`src/rtl/gate_acc.sv`:
```
// rtl/gate_acc.sv - registered bitwise gate with optional DEPTH-beat fold; optional y_par via GATE_ACC_PARITY_EN
module gate_acc #(
  parameter int W = 8,
  parameter int DEPTH = 4,
  localparam int CW = $clog2(DEPTH + 1)
) (
  input  logic          clk,
  input  logic          rst_n,
  input  logic          in_valid,
  output logic          in_ready,
  input  logic [W-1:0]  a,
  input  logic [W-1:0]  b,
  input  logic [1:0]    op,
  input  logic          mode,
  output logic          out_valid,
  input  logic          out_ready,
  output logic [W-1:0]  y,
  output logic [CW-1:0] beat_cnt
`ifdef GATE_ACC_PARITY_EN
  ,
  output logic          y_par
`endif
);

  localparam logic [1:0] IDLE = 2'd0;
  localparam logic [1:0] ACC  = 2'd1;
  localparam logic [1:0] HOLD = 2'd2;

  logic [1:0]   state;
  logic [1:0]   op_l;
  logic         mode_l;
  logic [W-1:0] acc;

  logic         accept;
  logic         produce;
  logic         start;
  logic [W-1:0] f_new;
  logic [W-1:0] f_grp;
  logic [W-1:0] fold;

  function automatic logic [W-1:0] apply_op(input logic [1:0] o,
                                            input logic [W-1:0] x,
                                            input logic [W-1:0] z);
    logic [W-1:0] r;
    r = '0;
    case (o)
      2'b00:   r = x & z;
      2'b01:   r = x | z;
      2'b10:   r = x ^ z;
      default: r = ~(x ^ z);
    endcase
    return r;
  endfunction

  // Handshake decode; a held result may drain and make room for a new beat in one cycle
  always_comb begin
    in_ready = (state != HOLD) || out_ready;
    accept   = in_valid && in_ready;
    produce  = out_valid && out_ready;
    // In HOLD an accept implies the pending result is leaving this same cycle
    start    = accept && (state != ACC);
    f_new    = apply_op(op, a, b);
    // Beats inside a group use the op latched on its first beat, not the live op input
    f_grp    = apply_op(op_l, a, b);
    fold     = apply_op(op_l, acc, f_grp);
  end

  // Group sequencing, fold accumulator and the registered result
  always_ff @(posedge clk or negedge rst_n) begin
    if (!rst_n) begin
      state     <= IDLE;
      op_l      <= 2'b00;
      mode_l    <= 1'b0;
      acc       <= '0;
      y         <= '0;
      out_valid <= 1'b0;
      beat_cnt  <= '0;
    end else if (start) begin
      op_l   <= op;
      mode_l <= mode;
      if (!mode) begin
        y         <= f_new;
        out_valid <= 1'b1;
        beat_cnt  <= '0;
        state     <= HOLD;
      end else begin
        acc       <= f_new;
        out_valid <= 1'b0;
        beat_cnt  <= CW'(1);
        state     <= ACC;
      end
    end else if (state == ACC && mode_l && accept) begin
      if (beat_cnt == CW'(DEPTH - 1)) begin
        y         <= fold;
        out_valid <= 1'b1;
        beat_cnt  <= '0;
        state     <= HOLD;
      end else begin
        acc      <= fold;
        beat_cnt <= beat_cnt + CW'(1);
      end
    end else if (state == HOLD && produce) begin
      out_valid <= 1'b0;
      state     <= IDLE;
    end
  end

`ifdef GATE_ACC_PARITY_EN
  // Parity tracks every value loaded into y, so it is stable whenever y is
  always_ff @(posedge clk or negedge rst_n) begin
    if (!rst_n) begin
      y_par <= 1'b0;
    end else if (start && !mode) begin
      y_par <= ^f_new;
    end else if (state == ACC && mode_l && accept && beat_cnt == CW'(DEPTH - 1)) begin
      y_par <= ^fold;
    end
  end
`endif

endmodule

```
`config.mk`:
```
export PLATFORM = sky130hd
export DESIGN_NAME = gate_acc
export DESIGN_NICKNAME = d
export VERILOG_FILES = /design/src/rtl/gate_acc.sv
export SDC_FILE = /design/constraint.sdc
export NUM_CORES = 1
export LEC_CHECK = 0
export ABC_AREA = 1
export CAP_MARGIN = 20
export CORE_ASPECT_RATIO = 1.25
export CORE_MARGIN = 2
export CORE_UTILIZATION = 59
export CTS_CLUSTER_DIAMETER = 30
export DETAILED_ROUTE_END_ITERATION = 6
export MAX_ROUTING_LAYER = met4
export PLACE_DENSITY_LB_ADDON = 0.1
export SKIP_LAST_GASP = 1
export SYNTH_ARGS = -nofsm -noshare
export SYNTH_HDL_FRONTEND = slang
export SYNTH_SLANG_ARGS = --single-unit
```
`constraint.sdc`:
```
create_clock -name clk -period 5.2 [get_ports clk]
set_input_delay 0.52 -clock clk [delete_from_list [all_inputs] [get_ports clk]]
set_output_delay 0.52 -clock clk [all_outputs]
set_load 0.005 [all_outputs]
```
==> results of run 1 <==
## critical path, stage by stage, from the launching register on
cell and delay (ns):
dfrtp_1 0.63, nor2_2 0.66, nand2_1 0.12, a22oi_1 0.23, inv_1 0.07, ha_1 0.29, o21ai_0 0.17, nand3_1 0.09
nand3_1 0.07, nand2_1 0.08, nand2_1 0.08, nand2_1 0.05
## cells by family after synthesis
logic type,after synthesis
AO/OA/AOI/OAI,28
adder cells (fa/ha/maj),33
buffers and inverters,82
flip-flops,24
AND/OR/NAND/NOR,206
## through the flow
step           hold WS (ns)  area, um^2  setup slack, ns  utilization [%]  power [mW]
2_1_floorplan        0.2244        2426            3.124                -      0.9756
3_3_place_gp         0.4618        2774            2.389            68.77       1.169
3_5_place_dp         0.4707        2774            2.356            68.77       1.207
4_1_cts              0.4920        2845            2.535            70.53       1.373
5_1_grt              0.5001        2873            2.212            71.22       1.550
6_report             0.4900        2873            2.553            71.22       1.368
## layout make-up
type                            instances  area, um^2  share of cell area, %
Tap cell                               56       70.07                  2.439
Timing Repair Buffer                   36       377.9                  13.15
Inverter                               70       265.3                  9.233
Clock buffer                            3       41.29                  1.437
Multi-Input combinational cell        267        1488                  51.79
Sequential cell                        24       600.6                  20.91
Clock inverter                          1       30.03                  1.045
## final timing paths
path | slack, ns | depth (start not counted) | endpoint | start
setup reg to reg | 2.55 | 11 | y[5] | op_l[1]
max in group asynchronous | 4.26 | 2 | y[7] | rst_n
hold reg to reg | 0.49 | 2 | y[1] | y[1]
hold / removal | 0.49 | 2 | y[1] | y[1]
setup / recovery | 2.55 | 11 | y[5] | op_l[1]
min in group asynchronous | 0.52 | 1 | state[0] | rst_n
## registers in the layout (all words and copies together) (netlist names)
signal / count
state: 1
mode_l: 1
acc: 8
y: 8
op_l: 2
out_valid: 1
beat_cnt: 3
## synthesized netlist by cell type (2+ instances only)
| cell type | n |
|---|---|
| a22oi_1 | 5 |
| buf_2 | 7 |
| buf_4 | 3 |
| dfrtp_1 | 24 |
| ha_1 | 33 |
| inv_1 | 67 |
| inv_2 | 2 |
| nand2_1 | 138 |
| nand2_2 | 3 |
| nand3_1 | 45 |
| nand4_1 | 10 |
| nor2_1 | 3 |
| nor2_2 | 2 |
| nor2_4 | 2 |
| o2111ai_1 | 3 |
| o21ai_0 | 16 |
| o21ai_1 | 3 |
## metal layers
metal | track usage (%) | vias to the layer above
met4 | 12.53 | 0
met1 | 29.56 | 1069
met2 | 44.80 | 56
li1 | - | 1232
met5 | - | -
met3 | 2.207 | 14
## power groups by stage
stage	Sequential, mW	Combinational, mW	Clock [mW]
after CTS	0.370	0.837	0.166
after global placement	0.369	0.801	0
after detailed placement	0.371	0.836	0
final	0.370	0.832	0.165
after floorplan	0.329	0.647	0
after global routing	0.386	0.993	0.171
==> results.rst, run 1 <==
.. list-table::
   :header-rows: 1

   * - Metric
     - Value
   * - Synth Register Bits
     - 24
   * - Primary FF master, synth
     - dfrtp_1
   * - Post-synthesis share of cell area spent on xor and xnor gates
     - 0%
   * - Count of distinct cell types in the synthesized netlist
     - 24
   * - Quantity of I/O buffers inserted on ports
     - 35
   * - Final hold violation count
     - 0
   * - Largest buffer count on any clock path
     - 2
   * - GPL Wtd Cong
     - 0.8402
   * - Vias per cell
     - 5.188
   * - Async S/R FF share, synth
     - 100.0%
   * - H-tree depth
     - 1
   * - Hold buffers post-CTS
     - 0
   * - Vertical die dimension
     - around 76 um
   * - Count of filler cells inserted in the layout
     - around 370
   * - Area added between synthesis and finish
     - 18.41%
   * - Latest clock arrival within the worst-skew pair
     - between 0.2 and 0.3 ns
   * - Crit share post-route
     - between 50% and 60%
   * - Number of sinks on the clock net
     - 24
   * - Largest net degree at the start of global routing
     - 25
   * - Max Transition Viols Final
     - 0
   * - First DRT Iteration DRCs
     - approximately 110
   * - Class of the tightest hold or removal check
     - flop to flop
   * - TritonCTS clock tree
     - yes
   * - Kind of start point of the critical path
     - flop
   * - Endpoint kind of the worst setup timing path
     - flop
   * - Via Count
     - about 2400
   * - Internal Power
     - 0.7169 mW
   * - Clock slew seen by the registers of the worst setup and hold paths
     - around 0.080 ns
   * - Arrival time at the worst endpoint
     - about 2.8 ns
   * - Normalized max-slew margin
     - 54.82%
   * - Part of the total power dissipated in combinational logic
     - ~60%
   * - Highest-count cells in the layout ignoring fill and taps
     - nand2_1 (138), inv_1 (67), nand3_1 (45)
   * - Remaining global-route overflow
     - 0
   * - Leading area contributor after synthesis
     - dfrtp_1
   * - Most frequent standard cell in the layout excluding fill and tap cells
     - nand2_1
   * - Main area contributors after synthesis
     - dfrtp_1 (25%), nand2_1 (21%), ha_1 (17%)
   * - First-pass GRT wire length
     - about 9000 um
   * - Resized cells post-CTS
     - 0
   * - Drt drc
     - 0
   * - Shortest period the worst path allows
     - between 2 and 3 ns
   * - Highest routing layer actually used
     - met4
   * - Count of flip-flops with a built-in enable after synthesis
     - 0
   * - Antenna diode count
     - 0
   * - Largest family of logic cells by synthesized area
     - simple AND/OR/NAND/NOR gates
   * - Synthesized Nets
     - between 400 and 500
   * - Number of non-filler instances in the completed layout
     - around 460
   * - Post-detailed-placement half-perimeter wirelength
     - 3997 um
   * - Cell Area, Synth
     - approximately 2400 um^2
   * - Fraction of layout instances using a drive strength above 1
     - 4.489%
   * - Clock Skew
     - ~0.0031 ns
   * - Clock root buffer
     - clkbuf_8
   * - Final number of setup-violating endpoints
     - 0
   * - Number of nets in the finished design
     - approximately 460
   * - Power Dens Cells
     - ~480 nW/um^2
   * - Drt total wl
     - 5153 um
   * - RSZ-0062 raised after global routing
     - false
   * - Floorplan die width
     - approximately 61 um
   * - Aggregate global-route resource usage
     - between 20 and 30%
   * - Detailed-route wire length per cell
     - 11.28 um
   * - Initial antenna violation count
     - 0
   * - Rows
     - 26
   * - Vias in the first global route
     - around 2100
   * - Fmax
     - 377.8 MHz
   * - Antenna Nets Post-Route
     - 0
   * - Total negative setup slack
     - 0 ns
   * - Part of the total power dissipated in the clock network
     - between 10 and 15%
   * - DR pass1 iterations
     - 5
   * - Met2 Routed Length
     - between 2000 and 3000 um
   * - Die Area
     - between 4000 and 5000 um^2
   * - Crit Path Max Fanout
     - 22
   * - Required arrival time at the worst endpoint
     - approximately 5.4 ns
   * - Sw Ratio
     - 47.58%
   * - Result of the run
     - finished clean
   * - NetSw
     - about 0.65 mW
   * - Portion of total power attributed to sequential cells
     - between 20 and 30%
   * - Number of post-CTS setup repair buffers
     - 0
   * - Amount of wire on met3 after detailed routing
     - about 160 um
   * - Number of CTS-inserted buffers
     - 3
   * - Number of top-level design ports
     - 36
   * - Synth warn
     - 0
   * - Reported leakage power
     - between 1.5 and 2 nW
   * - Basic-gate share of the synthesized area counting and, or, nand and nor cells
     - about 37%
   * - Portion of netlist area occupied by mux cells
     - 0%
   * - Average footprint of a synthesized cell
     - 6.504 um^2
   * - Initial Util
     - 60.14%
   * - Post-route met1 wirelength
     - approximately 2300 um
   * - Sequential fraction of the synthesis area
     - 24.76%
   * - Placed cell count
     - 452
   * - Post-Syn Instances
     - ~370
   * - Worst vdd rail ir drop
     - ~0.17 mV
   * - Area share of the largest cell type after synthesis
     - 24.76%
   * - Compound-cell area share of the yosys netlist
     - 6.808%
   * - Fraction of the mapped netlist area in adder cells
     - between 10% and 20%
   * - Transition at the pin with the smallest max-transition slack
     - between 0.6 and 0.7 ns
   * - Crit Path Class
     - flop to flop
   * - Number of maximum-capacitance violations
     - 0
   * - Area of the core
     - a little over 4000 um^2
Power figures use the tool's default switching activity.
==> inputs of run 2 (changes only) <==
--- a/config.mk
+++ b/config.mk
@@ -9,7 +9,7 @@
 export CAP_MARGIN = 20
 export CORE_ASPECT_RATIO = 1.25
 export CORE_MARGIN = 2
-export CORE_UTILIZATION = 59
+export CORE_UTILIZATION = 55
 export CTS_CLUSTER_DIAMETER = 30
 export DETAILED_ROUTE_END_ITERATION = 6
 export MAX_ROUTING_LAYER = met4
==> constraint.sdc (replaced) <==
create_clock -name clk -period 2.8 [get_ports clk]
set_input_delay 0.28 -clock clk [delete_from_list [all_inputs] [get_ports clk]]
set_output_delay 0.28 -clock clk [all_outputs]
set_load 0.005 [all_outputs]
==> results.rst, run 2 (synthesis results as in run 1) <==
.. list-table::
   :header-rows: 1

   * - Metric
     - Value
   * - Area added between synthesis and finish
     - 20.17%
   * - Clock Skew
     - about 0.0019 ns
   * - Vias per cell
     - 5.137
   * - Result of the run
     - finished clean
   * - First DRT Iteration DRCs
     - ~140
   * - Number of maximum-capacitance violations
     - 0
   * - Clock root buffer
     - clkbuf_8
   * - Antenna Nets Post-Route
     - 0
   * - Vias in the first global route
     - between 2000 and 2500
   * - RSZ-0062 raised after global routing
     - false
   * - Post-detailed-placement half-perimeter wirelength
     - 4254 um
   * - Overall power
     - approximately 2.6 mW
   * - Aggregate global-route resource usage
     - 24.96%
   * - Number of CTS-inserted buffers
     - 3
   * - Most frequent standard cell in the layout excluding fill and tap cells
     - nand2_1
   * - Initial antenna violation count
     - 0
   * - Amount of wire on met3 after detailed routing
     - roughly 180 um
   * - Total buffers and inverters traversed by the critical path
     - 3
   * - Resized cells post-CTS
     - 0
   * - Layout Utilization
     - between 60% and 70%
   * - Max Transition Viols Final
     - 0
   * - Required arrival time at the worst endpoint
     - approximately 3.0 ns
   * - First-pass GRT wire length
     - ~10000 um
   * - Rows
     - 27
   * - Library cell appearing most often on the critical path
     - nand2_1
   * - Crit share post-route
     - roughly four fifths
   * - Number of sinks on the clock net
     - 24
   * - Transition at the pin with the smallest max-transition slack
     - around 0.56 ns
   * - Number of post-CTS setup repair buffers
     - 0
   * - Drt total wl
     - approximately 5300 um
   * - Delay-heaviest family, CP
     - adder cells
   * - Crit Path Class
     - input pin to flop
   * - Hold buffers post-CTS
     - 0
   * - Endpoint kind of the worst setup timing path
     - flop
   * - Shortest period the worst path allows
     - 2.226 ns
   * - Arrival time at the worst endpoint
     - 2.40 ns
   * - Final hold violation count
     - 0
   * - Initial Util
     - 56.11%
   * - Vertical die dimension
     - ~78 um
   * - Fmax
     - about 450 MHz
   * - Worst path max stage delay
     - around 0.48 ns
   * - Largest net degree at the start of global routing
     - 25
   * - Reported leakage power
     - 1.619 nW
   * - Number of top-level design ports
     - 36
   * - Area of the core
     - 4324 um^2
   * - Floorplan die width
     - roughly 63 um
   * - Drt drc
     - 0
   * - Cell type of the slowest stage on the worst timing path
     - clkdlybuf4s50_1
   * - Crit Path Max Fanout
     - 4
   * - Met2 Routed Length
     - around 2600 um
   * - Largest buffer count on any clock path
     - 2
   * - Class of the tightest hold or removal check
     - input pin to asynchronous set/reset pin
   * - Worst R2R Path Depth
     - 13
   * - Latest clock arrival within the worst-skew pair
     - around 0.27 ns
   * - GPL Wtd Cong
     - about 0.82
   * - Clock slew seen by the registers of the worst setup and hold paths
     - 0.09 ns
   * - Post-route met1 wirelength
     - 2407 um
   * - Remaining global-route overflow
     - 0
   * - Highest routing layer actually used
     - met4
   * - Highest-count cells in the layout ignoring fill and taps
     - nand2_1 (138), inv_1 (67), nand3_1 (45)
   * - Quantity of I/O buffers inserted on ports
     - 35
   * - Kind of start point of the critical path
     - input pin
   * - H-tree depth
     - 1
   * - Worst vdd rail ir drop
     - a little over 0.3 mV
   * - Antenna diode count
     - 0
   * - DR pass1 iterations
     - 4
   * - Power Dens Cells
     - about 900 nW/um^2
   * - Worst setup slack for register-to-register paths
     - 0.66 ns
   * - Normalized max-slew margin
     - 62.29%
   * - Number of nets in the finished design
     - about 470
   * - Levels on crit path
     - 15
   * - TritonCTS clock tree
     - yes
   * - Die Area
     - approximately 5000 um^2
   * - Cells traversed along the worst timing path
     - clkdlybuf4s50_1 > inv_1 > ha_1 > nand2_1 > nand2_1 > o21ai_1 > a22oi_1 > inv_1 > ha_1 > o21ai_0 > nand3_1 > nand3_1 > nand2_1 > nand2_1 > nand2_1
   * - Total negative setup slack
     - 0 ns
   * - Final number of setup-violating endpoints
     - 0
   * - Fraction of layout instances using a drive strength above 1
     - 6.357%
   * - Via Count
     - around 2400
   * - Detailed-route wire length per cell
     - ~11 um
   * - Largest registers
     - acc (8), y (8), beat_cnt (3)
[run 2: worst paths after layout]
path | from | endpoint
setup / recovery | a[5] | acc[5]
hold / removal | rst_n | out_valid
setup reg to reg | op_l[1] | acc[5]
hold reg to reg | y[1] | y[1]
max in group asynchronous | rst_n | acc[5]
min in group clk | y[1] | y[1]
[run 2: metal layers]
layer,global-route usage (%),up-vias
met2,42.74,57
li1,-,1241
met1,30.75,1089
met4,10.43,0
met5,-,-
met3,1.146,12
[run 2: area by class of cell]
type	count	area, um^2
Multi-Input combinational cell	267	1488
Fill cell	415	1409
Sequential cell	24	600.6
Timing Repair Buffer	44	417.9
Inverter	70	265.3
Tap cell	58	72.57
Clock buffer	3	41.29
Clock inverter	1	30.03
[run 2: power by group]
group / internal, mW / switching (mW) / total (mW) / leakage, nW
clock network: 0.191 / 0.120 / 0.311 / 0.0357
registers: 0.503 / 0.137 / 0.641 / 0.302
logic: 0.697 / 0.974 / 1.67 / 1.28
total: 1.39 / 1.23 / 2.62 / 1.62
[run 2: worst reg2reg max path, stage by stage (launching register included)]
cell and delay [ns]:
dfrtp_1 0.51, buf_4 0.26, nand2_1 0.07, nand2_1 0.05, o21ai_1 0.06, a22oi_1 0.22
inv_1 0.08, ha_1 0.29, o21ai_0 0.16, nand3_1 0.08, nand3_1 0.07, nand2_1 0.08
nand2_1 0.07, nand2_1 0.04
[run 2: metrics by stage]
stage | hold slack (ns) | cell area [um^2] | worst slack [ns] | cells
after floorplan | -0.01559 | 2426 | 0.8383 | 373
after global placement | 0.4611 | 2844 | 0.3153 | 463
after detailed placement | 0.4653 | 2844 | 0.2635 | 463
after CTS | 0.3683 | 2915 | 0.5507 | 467
after global routing | 0.3818 | 2915 | 0.2936 | 467
final | 0.3501 | 2915 | 0.5737 | 467
==> inputs of run 3 (changes only) <==
==> constraint.sdc (replaced) <==
create_clock -name clk -period 2.32 [get_ports clk]
set_input_delay 0.232 -clock clk [delete_from_list [all_inputs] [get_ports clk]]
set_output_delay 0.232 -clock clk [all_outputs]
set_load 0.005 [all_outputs]
==> results.rst, run 3 (synthesis results as in run 1) <==
.. list-table::
   :header-rows: 1

   * - Metric
     - Value
   * - Most frequent standard cell in the layout excluding fill and tap cells
     - nand2_1
   * - Antenna Nets Post-Route
     - 0
   * - DP Worst Slack
     - -0.1665 ns
   * - Cells traversed along the worst timing path
     - clkdlybuf4s50_1 > inv_1 > ha_1 > nand2_1 > nand2_1 > o21ai_1 > a22oi_1 > inv_1 > ha_1 > o21ai_0 > nand3_1 > nand3_1 > nand2_1 > nand2_1 > nand2_1
   * - Area added between synthesis and finish
     - 28.31%
   * - Aggregate global-route resource usage
     - ~24%
   * - Via Count
     - between 2000 and 2500
   * - Worst path setup slack after routing
     - approximately 0.14 ns
   * - Crit Path Max Fanout
     - 3
   * - Quantity of I/O buffers inserted on ports
     - 35
   * - H-tree depth
     - 1
   * - Drt drc
     - 0
   * - Crit share post-route
     - between 90% and 100%
   * - Number of CTS-inserted buffers
     - 3
   * - Total negative setup slack
     - 0 ns
   * - Number of top-level design ports
     - 36
   * - Final hold violation count
     - 0
   * - Antenna diode count
     - 0
   * - Rows
     - 27
   * - Largest buffer count on any clock path
     - 2
   * - Power Dens Cells
     - 1091 nW/um^2
   * - Overall power
     - between 3 and 4 mW
   * - Crit Path Class
     - input pin to flop
   * - Floorplan die width
     - around 63 um
   * - Initial Util
     - 56.11%
   * - Vertical die dimension
     - between 70 and 80 um
   * - Number of nets in the finished design
     - 488
   * - GPL Wtd Cong
     - about 0.88
   * - Vias in the first global route
     - between 2000 and 2500
   * - Layout Utilization
     - a little under three quarters
   * - Clock root buffer
     - clkbuf_8
   * - Endpoint kind of the worst setup timing path
     - flop
   * - Normalized max-slew margin
     - roughly three quarters
   * - Delay-heaviest family, CP
     - buffers and inverters
   * - Max Transition Viols Final
     - 0
   * - Vias per cell
     - roughly 5.1
   * - RSZ-0062 raised after global routing
     - false
   * - Transition at the pin with the smallest max-transition slack
     - around 0.39 ns
   * - Largest registers
     - acc (8), y (8), beat_cnt (3)
   * - First-pass GRT wire length
     - around 9800 um
   * - DR pass1 iterations
     - 4
   * - Number of sinks on the clock net
     - 24
   * - Post-detailed-placement half-perimeter wirelength
     - 4476 um
   * - Worst path max stage delay
     - approximately 0.48 ns
   * - Design Area, Final
     - 3113 um^2
   * - Cell type of the slowest stage on the worst timing path
     - clkdlybuf4s50_1
   * - Detailed-route wire length per cell
     - approximately 11 um
   * - Library cell appearing most often on the critical path
     - nand2_1
   * - Shortest period the worst path allows
     - 2.177 ns
   * - Reported leakage power
     - ~1.7 nW
   * - Largest net degree at the start of global routing
     - 25
   * - Total buffers and inverters traversed by the critical path
     - 3
   * - Hold buffers post-CTS
     - 0
   * - Final number of setup-violating endpoints
     - 0
   * - Clock Skew
     - around 0.0062 ns
   * - Area of the core
     - 4324 um^2
   * - Class of the tightest hold or removal check
     - input pin to asynchronous set/reset pin
   * - Worst vdd rail ir drop
     - about 0.50 mV
   * - Highest-count cells in the layout ignoring fill and taps
     - nand2_1 (137), inv_1 (67), nand3_1 (45)
   * - Remaining global-route overflow
     - 0
   * - Placed inst area
     - 3009 um^2
   * - Drt total wl
     - 5478 um
   * - Fmax
     - ~460 MHz
   * - Result of the run
     - finished clean
   * - Arrival time at the worst endpoint
     - 2.34 ns
   * - Required arrival time at the worst endpoint
     - 2.48 ns
   * - Fraction of layout instances using a drive strength above 1
     - between 10% and 20%
   * - Die Area
     - around 5000 um^2
   * - First DRT Iteration DRCs
     - approximately 110
   * - TritonCTS clock tree
     - yes
   * - Initial antenna violation count
     - 0
   * - Number of maximum-capacitance violations
     - 0
   * - Kind of start point of the critical path
     - input pin
   * - Latest clock arrival within the worst-skew pair
     - approximately 0.27 ns
   * - Clock slew seen by the registers of the worst setup and hold paths
     - approximately 0.090 ns
run 3: cell count changes in the layout (fill, tap and decap cells not counted), sizes merged:
| cell | change |
|---|---|
| buf | +22 |
run 3: worst paths after layout:
check	start	to	slack [ns]	depth (start not counted)
min reg2reg	y[1]	y[1]	0.48	2
max reg2reg	op_l[0]	y[4]	0.20	11
min	rst_n	out_valid	0.31	2
max in group asynchronous	rst_n	acc[5]	1.77	2
max	b[4]	y[4]	0.14	15
min in group clk	y[1]	y[1]	0.48	2
run 3: cell type report:
cell class	count	area, um^2
fill	416	1211
multi-input combinational	267	1520
clock inverter	1	30.03
clock buffer	3	41.29
timing repair buffer	66	583.1
sequential	24	600.6
tap	58	72.57
inverter	70	265.3
run 3: per-layer routing:
layer,track usage (%),wire (um),vias up
met5,-,0,-
met4,8.913,96,0
met3,1.289,167,9
met2,44.42,2830,63
met1,28.24,2383,1116
li1,-,-,1291
run 3: worst register-to-register path: stages, from the launching register on:
cell and delay, ns:
dfrtp_1 0.45, nand2_2 0.15, inv_1 0.20, a22oi_1 0.29
inv_1 0.08, ha_1 0.29, o21ai_0 0.19, nand3_1 0.09
nand3_1 0.08, nand2_1 0.07, nand2_1 0.07, nand2_1 0.05
run 3: timing repair:
| item | 4_1_cts | 5_1_grt |
|---|---|---|
| gates resized for setup | 0 | 8 |
| endpoints found under the setup margin | 0 | 8 |
| hold endpoints to repair | 0 | 0 |
| buffers inserted | 0 | 0 |
run 3: stage by stage:
stage                     hold WS, ns  instances
after floorplan              -0.06359        373
after global placement         0.4618        485
after detailed placement       0.4640        485
after CTS                      0.3194        489
after global routing           0.3300        489
final                          0.3088        489
run 3: where the power goes:
part           leakage (nW)  total, mW  internal, mW  switching (mW)
combinational          1.39       2.27          1.00            1.27
sequential            0.302      0.763         0.608           0.155
clock                0.0357      0.363         0.231           0.132
total                  1.73       3.40          1.84            1.55
